### config.mk
export PLATFORM = sky130hd
export DESIGN_NAME = led_fade_flat
export DESIGN_NICKNAME = d
export VERILOG_FILES = /design/src/rtl/led_fade_pkg.sv /design/src/rtl/led_fade_if.sv /design/src/rtl/led_fade_chan.sv /design/src/rtl/led_fade.sv /design/src/flat_wrapper.sv
export SDC_FILE = /design/constraint.sdc
export NUM_CORES = 1
export LEC_CHECK = 0
export ABC_AREA = 1
export CAP_MARGIN = 10
export CORE_MARGIN = 10
export CORE_UTILIZATION = 60
export DETAILED_ROUTE_END_ITERATION = 12
export GPL_ROUTABILITY_DRIVEN = 0
export PLACE_DENSITY = 0.83
export SYNTH_ARGS = -nofsm -noshare
export SYNTH_HDL_FRONTEND = slang
export SYNTH_SLANG_ARGS = --single-unit
export TNS_END_PERCENT = 20
### constraint.sdc
create_clock -name clk -period 3.3 [get_ports clk]
set_clock_uncertainty 0.15 [all_clocks]
set_input_delay 0.66 -clock clk [delete_from_list [all_inputs] [get_ports clk]]
set_output_delay 0.66 -clock clk [all_outputs]
set_load 0.01 [all_outputs]
### src/rtl/led_fade_pkg.sv
// -----------------------------------------------------------------------------
// led_fade_pkg
// Shared constants and types for the LED fade stage.
//   LED_ON / LED_OFF : pin levels for the active-low LED outputs
//   PWM_BITS_DEF     : default PWM counter / brightness level width
//   NCH_DEF          : default number of LED channels
//   DIM_BITS         : width of the optional global dim shift amount
//   level_t          : brightness level at the default PWM width
// -----------------------------------------------------------------------------
package led_fade_pkg;

  localparam logic LED_ON  = 1'b0;
  localparam logic LED_OFF = 1'b1;

  localparam int PWM_BITS_DEF = 8;
  localparam int NCH_DEF      = 8;
  localparam int DIM_BITS     = 3;

  typedef logic [PWM_BITS_DEF-1:0] level_t;

endpackage

### src/rtl/led_fade_if.sv
// -----------------------------------------------------------------------------
// led_fade_if
// Groups the pattern input and the LED-side outputs of the fade stage.
//   pat_in     : NCH-bit active-low pattern from the upstream shifter
//   led        : NCH-bit active-low LED pins
//   decay_tick : one-cycle strobe at each decay event
//   dim        : global dim shift (only when LED_FADE_GLOBAL_DIM_EN is defined)
// Modports:
//   master : the pattern source / board side (drives pat_in, dim)
//   slave  : the fade stage itself (drives led, decay_tick)
// Configuration macro: LED_FADE_GLOBAL_DIM_EN
// -----------------------------------------------------------------------------
interface led_fade_if
  import led_fade_pkg::*;
#(
  parameter int NCH = NCH_DEF
);

  logic [NCH-1:0]      pat_in;
  logic [NCH-1:0]      led;
  logic                decay_tick;
`ifdef LED_FADE_GLOBAL_DIM_EN
  logic [DIM_BITS-1:0] dim;
`endif

`ifdef LED_FADE_GLOBAL_DIM_EN
  modport master (
    output pat_in,
    output dim,
    input  led,
    input  decay_tick
  );

  modport slave (
    input  pat_in,
    input  dim,
    output led,
    output decay_tick
  );
`else
  modport master (
    output pat_in,
    input  led,
    input  decay_tick
  );

  modport slave (
    input  pat_in,
    output led,
    output decay_tick
  );
`endif

endinterface

### src/rtl/led_fade_chan.sv
// -----------------------------------------------------------------------------
// led_fade_chan
// One LED channel: holds the brightness level, loads full brightness when the
// pattern bit is lit, decays it by DECAY_STEP per decay tick (saturating at 0)
// and drives a registered PWM output.
// Ports:
//   clk          : system clock
//   rstn         : asynchronous active-low reset
//   pwm_cnt_i    : shared free-running PWM counter
//   decay_tick_i : shared decay strobe (registered in the top)
//   pat_i        : registered pattern bit, active-low (0 = lit)
//   dim_i        : global dim shift (only with LED_FADE_GLOBAL_DIM_EN)
//   led_o        : LED pin, active-low
// Configuration macro: LED_FADE_GLOBAL_DIM_EN
// -----------------------------------------------------------------------------
module led_fade_chan
  import led_fade_pkg::*;
#(
  parameter int PWM_BITS   = PWM_BITS_DEF,
  parameter int DECAY_STEP = 8
) (
  input  logic                clk,
  input  logic                rstn,
  input  logic [PWM_BITS-1:0] pwm_cnt_i,
  input  logic                decay_tick_i,
  input  logic                pat_i,
`ifdef LED_FADE_GLOBAL_DIM_EN
  input  logic [DIM_BITS-1:0] dim_i,
`endif
  output logic                led_o
);

  localparam logic [PWM_BITS-1:0] LEVEL_MAX = '1;
  localparam logic [PWM_BITS-1:0] STEP      = PWM_BITS'(DECAY_STEP);

  logic [PWM_BITS-1:0] level_q, level_d;
  logic [PWM_BITS-1:0] cmpLevel;
  logic                led_q, led_d;

  // Next brightness level. A lit pattern bit wins over a decay tick arriving
  // in the same cycle, so a light returning mid-fade snaps straight to full.
  // The decrement saturates so a dark channel never wraps back to bright.
  always_comb begin
    level_d = level_q;
    if (pat_i == LED_ON) begin
      level_d = LEVEL_MAX;
    end else if (decay_tick_i) begin
      if (level_q >= STEP) begin
        level_d = level_q - STEP;
      end else begin
        level_d = '0;
      end
    end
  end

  // Compare value for the PWM. With the dim option the level is scaled down
  // by a power of two; dim = 0 leaves it untouched.
`ifdef LED_FADE_GLOBAL_DIM_EN
  assign cmpLevel = level_q >> dim_i;
`else
  assign cmpLevel = level_q;
`endif

  // LED is on while the level exceeds the shared counter; at full level this
  // leaves exactly one dark cycle per PWM period (counter at max).
  always_comb begin
    led_d = LED_OFF;
    if (cmpLevel > pwm_cnt_i) begin
      led_d = LED_ON;
    end
  end

  // Level and output registers; reset clears the trail and turns the LED off.
  always_ff @(posedge clk or negedge rstn) begin
    if (!rstn) begin
      level_q <= '0;
      led_q   <= LED_OFF;
    end else begin
      level_q <= level_d;
      led_q   <= led_d;
    end
  end

  assign led_o = led_q;

endmodule

### src/rtl/led_fade.sv
// -----------------------------------------------------------------------------
// led_fade
// Fading-trail LED driver placed between the rotating active-low pattern
// register and the LED pins. A lit pattern bit drives its LED at full
// brightness; once the bit goes unlit the LED fades linearly to dark.
// Ports:
//   clk  : system clock
//   rstn : asynchronous active-low reset
//   bus  : led_fade_if.slave (pat_in in, led / decay_tick out, optional dim in)
// Parameters:
//   NCH        : number of LED channels
//   PWM_BITS   : PWM counter and brightness level width
//   DECAY_DIV  : clk cycles between decay ticks (>= 2)
//   DECAY_STEP : level decrement per decay tick
// Configuration macro: LED_FADE_GLOBAL_DIM_EN (adds the 3-bit dim input)
// -----------------------------------------------------------------------------
module led_fade
  import led_fade_pkg::*;
#(
  parameter int NCH        = NCH_DEF,
  parameter int PWM_BITS   = PWM_BITS_DEF,
  parameter int DECAY_DIV  = 65536,
  parameter int DECAY_STEP = 8
) (
  input  logic     clk,
  input  logic     rstn,
  led_fade_if.slave bus
);

  localparam int PRESC_BITS = (DECAY_DIV > 1) ? $clog2(DECAY_DIV) : 1;
  localparam logic [PRESC_BITS-1:0] PRESC_LAST = PRESC_BITS'(DECAY_DIV - 1);

  logic [NCH-1:0]        pat_q;
  logic [PWM_BITS-1:0]   pwm_cnt_q;
  logic [PRESC_BITS-1:0] presc_q, presc_d;
  logic                  decay_tick_q, decay_tick_d;
  logic [NCH-1:0]        ledVec;

  // Prescaler wrap and decay strobe. The strobe is registered so it is high
  // for the single cycle after the prescaler sits at its last count.
  always_comb begin
    presc_d      = presc_q + PRESC_BITS'(1);
    decay_tick_d = 1'b0;
    if (presc_q == PRESC_LAST) begin
      presc_d      = '0;
      decay_tick_d = 1'b1;
    end
  end

  // Shared timing state plus the single register stage on the pattern.
  // Reset leaves the pattern all unlit so no channel loads on release.
  always_ff @(posedge clk or negedge rstn) begin
    if (!rstn) begin
      pat_q        <= '1;
      pwm_cnt_q    <= '0;
      presc_q      <= '0;
      decay_tick_q <= 1'b0;
    end else begin
      pat_q        <= bus.pat_in;
      pwm_cnt_q    <= pwm_cnt_q + PWM_BITS'(1);
      presc_q      <= presc_d;
      decay_tick_q <= decay_tick_d;
    end
  end

  // One fade channel per LED; all share the counter, strobe and dim value.
  for (genvar i = 0; i < NCH; i++) begin : g_chan
    led_fade_chan #(
      .PWM_BITS   (PWM_BITS),
      .DECAY_STEP (DECAY_STEP)
    ) u_chan (
      .clk          (clk),
      .rstn         (rstn),
      .pwm_cnt_i    (pwm_cnt_q),
      .decay_tick_i (decay_tick_q),
      .pat_i        (pat_q[i]),
`ifdef LED_FADE_GLOBAL_DIM_EN
      .dim_i        (bus.dim),
`endif
      .led_o        (ledVec[i])
    );
  end

  assign bus.led        = ledVec;
  assign bus.decay_tick = decay_tick_q;

endmodule
### src/flat_wrapper.sv
// flat-port wrapper written by rule: the top's interface ports become plain ports
module led_fade_flat import led_fade_pkg::*;
#(
  parameter int NCH        = NCH_DEF,
  parameter int PWM_BITS   = PWM_BITS_DEF,
  parameter int DECAY_DIV  = 65536,
  parameter int DECAY_STEP = 8
)
  (clk, rstn, bus_pat_in, bus_led, bus_decay_tick);
  led_fade_if #(.NCH(NCH)) bus_i ();
  input  logic clk;
  input  logic rstn;
  input wire logic [$bits(bus_i.pat_in)-1:0] bus_pat_in;
  output wire logic [$bits(bus_i.led)-1:0] bus_led;
  output wire logic [$bits(bus_i.decay_tick)-1:0] bus_decay_tick;
  assign bus_i.pat_in = bus_pat_in;
  assign bus_led = bus_i.led;
  assign bus_decay_tick = bus_i.decay_tick;
  led_fade #(.NCH(NCH), .PWM_BITS(PWM_BITS), .DECAY_DIV(DECAY_DIV), .DECAY_STEP(DECAY_STEP)) u_core (.clk(clk), .rstn(rstn), .bus(bus_i));
endmodule
==> run_results.csv <==
group,metric,value,unit
power,net_switching_power_of_the_design,428.2,uW
synth,synthCells,646,
timing,setup-tns-final,0,ns
routing,post-route-drc-count,0,
floorplan,boundaryPins,19,
layout,layout_commonest_cell,"nand2_1",
floorplan,fp.dieArea,0.01338,mm2
synth,netlist-cell-type-count,30,
timing,min_period,2.236,ns
power,share_comb_of_total_power,1.9,%
setup_path,timing.critical_path.to_type,"output pin",
setup_path,timing.critical_path.cells,"clkdlybuf4s50_1",
synth,yosysTopAreaCell,"dfrtp_1",
routing,routed_via_density,5.642,
layout,finish.net_count,747,
power,powerDensity,322.4,mW/mm2
floorplan,die-height,115.7,um
layout,layout.filler_cells,686,
global_route,grt_pass1_wl,19400,um
hold_path,holdCritPathClass,"reg -> reg",
clocking,clk_path_buf_depth,2,
clocking,clk_root_buffer_cell,"clkbuf_8",
setup_path,timing.critical_path.depth,1,
routing,drt-total-wl,11090,um
synth,count_of_flip_flops_with_a_built_in_enable_after_synthesis,0,
global_route,number_of_global_route_vias_before_repair,4468,
setup_path,max_stage_delay,0.54,ns
timing,hold_viol,0,
power,peakVddDrop,193.3,uV
setup_path,critPathSlowestCell,"clkdlybuf4s50_1",
clocking,post_cts_hold_buffer_count,0,
setup_path,required,2.49,ns
setup_path,timing.critical_path.from_type,"flop",
layout,mostFrequentLayoutCells,"nand2_1 (120), inv_1 (78), ha_1 (74)",
clocking,number_of_buffers_created_by_cts,9,
global_route,grt.overflow.total,0,
clocking,postCtsResizedCells,0,
setup_path,worstRegToRegCells,6,
clocking,cts_post_setup_buffers_inserted,0,
placed_design,place.detailed.hpwl,8067,um
layout,post_layout_nonfiller_instances,776,
global_route,gr_usage_total,17.62,%
synth,syn_area_per_cell,8.501,um2
floorplan,design.core.area,0.008806,mm2
power,switching_share,22.40,%
routing,drt-wirelength-per-cell,14.28,um
routing,dr_total_vias,4378,
timing,post-route-period-util,67.76,%
global_route,initial_antenna_violation_count,0,
synth,ys.warnings.count,0,
timing,drv_slew,0,
routing,drt-pass1-iter-count,4,
routing,first_iter_violations,247,
clocking,clkLatencyLatePin,0.37,ns
layout,finalInstanceArea,0.005928,mm2
global_route,grt_start_max_net_pins,87,
setup_path,worstPathBufferInverterCount,1,
floorplan,start_util,62.36,%
placed_design,place_area,0.005729,mm2
layout,area_delta_synth_final,7.952,%
clocking,clock_sink_count,89,
timing,worstMarginPinSlew,1.036,ns
power,pwr-share-seq,57.8,%
clocking,cts_tree,"done",
synth,post_synth_main_area_contributors,"dfrtp_1 (33%), ha_1 (17%), nand2_1 (8.2%), dfstp_2 (7.7%), inv_1 (5.3%)",
timing,finalSetupViolations,0,
timing,unrepaired_setup_endpoints_after_global_routing,"no",
power,internal_power,1483,uW
synth,postSynthRegisterBits,89,
setup_path,worst-path-max-fanout,1,
setup_path,critPathTopFamily,"buffers and inverters",
floorplan,fp-row-count,34,
clocking,path_clk_slew,0.09,ns
timing,max_freq,447.2,MHz
setup_path,crit_path_category,"reg -> out",
setup_path,arrival,1.43,ns
power,power.static_leakage,0.002776,uW
floorplan,dieWidth,115.7,um
synth,synth_top_area_share,33.26,%
routing,detail-route-antenna-nets,0,
power,power.share.clock,40.2,%
hold_path,worstHoldPathCells,1,
synth,postSynthNetCount,730,
synth,async_reset_ff_share,100.0,%
synth,seq_total_area_yosys,40.92,%
run,max_cap_violations,0,
layout,insertedDiodeCount,0,
layout,post_route_cells_drive_above_1_share,7.485,%
placed_design,dp_cells,760,
timing,max_transition_margin,30.91,%
clocking,cts.htree.levels,3,
outcome,outcome,"completed",
synth,ys.flop_type,"dfrtp_1",
placed_design,place.port_buffers,18,
synth,synthesis.area,0.005492,mm2
layout,final_util,67.32,%
registers in the layout (all words and copies together) (netlist names):
name,count
u_core.g_chan.u_chan.cmpLevel,48
u_core.presc_q,16
u_core.bus.decay_tick,1
u_core.g_chan.u_chan.led_o,8
u_core.pwm_cnt_q,8
u_core.pat_q,8
final cells by class:
cell class	count	area [um2]	area share [%]
inverter	80	300.3	5.065
timing repair buffer	21	200.2	3.377
multi-input combinational	462	2846	48.02
sequential	89	2247	37.91
clock buffer	12	145.1	2.448
clock inverter	4	53.80	0.9076
tap	108	135.1	2.279
power groups by stage:
stage               Sequential (uW)  Combinational (uW)  Clock [uW]
floorplan                      1120                5.16           0
global route                   1110                43.2         828
CTS                            1110                39.3         783
finish                         1110                37.3         769
global placement               1130                38.5           0
detailed placement             1130                39.3           0
per-stage QoR:
step / setup slack [ns] / hold WS [ns] / total power [uW]
finish: 1.064 / 0.3084 / 1911
global route: 1.024 / 0.3275 / 1978
CTS: 1.037 / 0.3097 / 1928
detailed placement: 1.441 / 0.2970 / 1165
global placement: 1.458 / 0.2959 / 1165
floorplan: 1.896 / 0.2144 / 1130
Yosys cell counts, types with 5 or more instances:
| cell | n |
|---|---|
| ha_1 | 74 |
| dfrtp_1 | 73 |
| o211ai_1 | 7 |
| nor2_1 | 56 |
| a21oi_1 | 54 |
| dfstp_2 | 16 |
| xnor2_1 | 5 |
| xor2_1 | 18 |
| nand4_1 | 16 |
| o21a_1 | 8 |
| inv_1 | 78 |
| nor3_1 | 6 |
| o21ai_0 | 43 |
| nand2_1 | 120 |
| buf_4 | 10 |
| nand3_1 | 35 |
worst paths after layout:
kind	start	to	slack [ns]
worst max-delay path	u_core.g_chan[4].u_chan.led_o$_DFF_PN1_	bus_led[4]	1.06
worst min-delay path	u_core.pat_q[1]$_DFF_PN1_	u_core.g_chan[1].u_chan.cmpLevel[1]$_DFFE_PN0P_	0.31
worst max register to register	u_core.pwm_cnt_q[7]$_DFF_PN0_	u_core.g_chan[1].u_chan.led_o$_DFF_PN1_	1.47
worst min register to register	u_core.pat_q[1]$_DFF_PN1_	u_core.g_chan[1].u_chan.cmpLevel[1]$_DFFE_PN0P_	0.31
max in group asynchronous	rstn	u_core.g_chan[2].u_chan.led_o$_DFF_PN1_	1.94
min in group asynchronous	rstn	u_core.g_chan[2].u_chan.cmpLevel[5]$_DFFE_PN0P_	0.32
cells by family after synthesis:
group,after synthesis,synth area share [%]
buffers and inverters,95,7.245
DFF,89,40.92
adders and majority gates,74,16.86
and+or+nand+nor,249,19.98
AOI/OAI and AO/OA,116,11.32
xor gates and xnor gates,23,3.668
metal layers:
| layer | GRT usage (%) | vias up | share of wire, % |
|---|---|---|---|
| li1 | - | 2174 | - |
| met1 | 20.17 | 2111 | 43 |
| met5 | 0 | - | 0 |
| met4 | 8.173 | 0 | 1.9 |
| met3 | 3.152 | 15 | 4.7 |
| met2 | 31.39 | 78 | 50 |
No activity file was read; power rests on OpenSTA's default activity.
==> edit: new RTL, same settings <==
`DECAY_STEP` is set to 8 in 3 places; all go to 7.
--- a/src/rtl/led_fade_chan.sv
+++ b/src/rtl/led_fade_chan.sv
@@ -19,3 +19,3 @@
   parameter int PWM_BITS   = PWM_BITS_DEF,
-  parameter int DECAY_STEP = 8
+  parameter int DECAY_STEP = 7
 ) (
--- a/src/rtl/led_fade.sv
+++ b/src/rtl/led_fade.sv
@@ -22,3 +22,3 @@
   parameter int DECAY_DIV  = 65536,
-  parameter int DECAY_STEP = 8
+  parameter int DECAY_STEP = 7
 ) (
--- a/src/flat_wrapper.sv
+++ b/src/flat_wrapper.sv
@@ -6,3 +6,3 @@
   parameter int DECAY_DIV  = 65536,
-  parameter int DECAY_STEP = 8
+  parameter int DECAY_STEP = 7
 )
Formal check against the unedited RTL: same outputs for any inputs over 10 cycles, from zero or initial values and one cycle with rstn low; that may be too few to reach the edited logic, so the function may still have changed.
==> edit against the unedited design <==
Routed wire length grew 26%; setup slack worse by 46 ps; total power is 12% higher; register-to-register slack gained 30 ps; count of clock-buffer cells in the layout is 2 lower; synthesized area increased by 20%; synthesized cell count increased by 25%; die area is 16% higher; design area increased by 19%; sequential cell count is 16 higher; maximum frequency decreased by 2.0%; utilization shrank 1.8 points; critical path type unchanged; critical endpoint is now bus_led[5]; largest power group unchanged.
==> edit: results (changes against the unedited design) <==
metric	value	unit	change
drt_iter0_markers	580		was 247
largest_register_ffs	64		was 48
clock_latency	410	ps	was 370 ps
ys_top_cells_by_area	dfrtp_1 34%, ha_1 14%, nand2_1 9.9%, a21oi_1 7.5%, dfstp_2 6.4%		was dfrtp_1 33%, ha_1 17%, nand2_1 8.2%, dfstp_2 7.7%, inv_1 5.3%
crit_arrival	1470	ps	was 1430 ps
synthXorXnorAreaFrac	5.058	%	was 3.668%
p_leak	3.183	nW	was 2.776 nW
ys_top_cells_by_count	174 x nand2_1, 98 x a21oi_1, 89 x dfrtp_1		was 120 x nand2_1, 78 x inv_1, 74 x ha_1
fillerInstances	873		was 686
drtPass1Iterations	5		was 4
nets	909		was 747
cp_top_family	flip-flops		was buffers and inverters
min-delay-path-class	in -> async		was reg -> reg
vdd_drop_max	0.3193	mV	was 0.1933 mV
wl_met3	511	µm	was 521 µm
drive_gt1_share	6.386	%	was 7.485%
clk_path_buf_depth	2		unchanged
tightest_slew	496.3	ps	was 1036 ps
synth_fp_nets	892		was 730
clk_pin_slew	110	ps	was 90 ps
track_usage	18.63	%	was 17.62%
area_growth	7.492	%	was 7.952%
grt_pass1_wl	24850	µm	was 19400 µm
synth_seq_area_share	40.24	%	was 40.92%
wl_met2	7062	µm	was 5578 µm
num_vias	5495		was 4378
pre_cts_slack	1460	ps	was 1441 ps
syn-instance-count	808		was 646
viasPerCell	5.665		was 5.642
place_area	6885	µm²	was 5729 µm²
status	completed		unchanged
hpwl	10180	µm	was 8067 µm
wl_per_cell	14.38	µm	was 14.28 µm
grtUsageMet1	20.77	%	was 20.17%
synthAdderAreaFrac	14.07	%	was 16.86%
[edit: cell types whose count changed in the layout (fill, tap and decap cells not counted), moves of 8 or more]
cell,delta
xor2_1,+10
nor2_1,+9
nand2_1,+54
dfrtp_1,+16
nand3_1,+8
a21oi_1,+44
[edit: final timing paths]
kind | from | end | slack [ps] | cells after the start
setup / recovery | u_core.g_chan[5].u_chan.led_o$_DFF_PN1_ | bus_led[5] | 1020 | 1
hold reg to reg | u_core.pat_q[4]$_DFF_PN1_ | u_core.g_chan[4].u_chan.cmpLevel[5]$_DFFE_PN0P_ | 320 | 1
hold / removal | rstn | u_core.g_chan[3].u_chan.cmpLevel[2]$_DFFE_PN0P_ | 50 | 1
min in group clk | u_core.pat_q[4]$_DFF_PN1_ | u_core.g_chan[4].u_chan.cmpLevel[5]$_DFFE_PN0P_ | 320 | 1
max in group asynchronous | rstn | u_core.pat_q[7]$_DFF_PN1_ | 2260 | 2
setup reg to reg | u_core.bus.decay_tick$_DFF_PN0_ | u_core.g_chan[0].u_chan.cmpLevel[6]$_DFFE_PN0P_ | 1500 | 6
[edit: final cells by class]
type,instances,area share (%)
multi-input combinational,601,49.71
sequential,105,37.43
inverter,85,4.511
timing repair buffer,23,3.220
tap,140,2.477
clock buffer,10,1.946
clock inverter,6,0.7076
[edit: cell families after synthesis]
group                    after synthesis
adder cells (fa/ha/maj)               74
flip-flops                           105
buffers and inverters                102
AND/OR/NAND/NOR                      325
AO/OA/AOI/OAI                        164
XOR/XNOR                              38
[edit: power by group]
part | internal (W) | switching (W)
sequential | 0.00130 | 0.00000211
clock | 0.000304 | 0.000481
combinational | 0.0000132 | 0.0000368
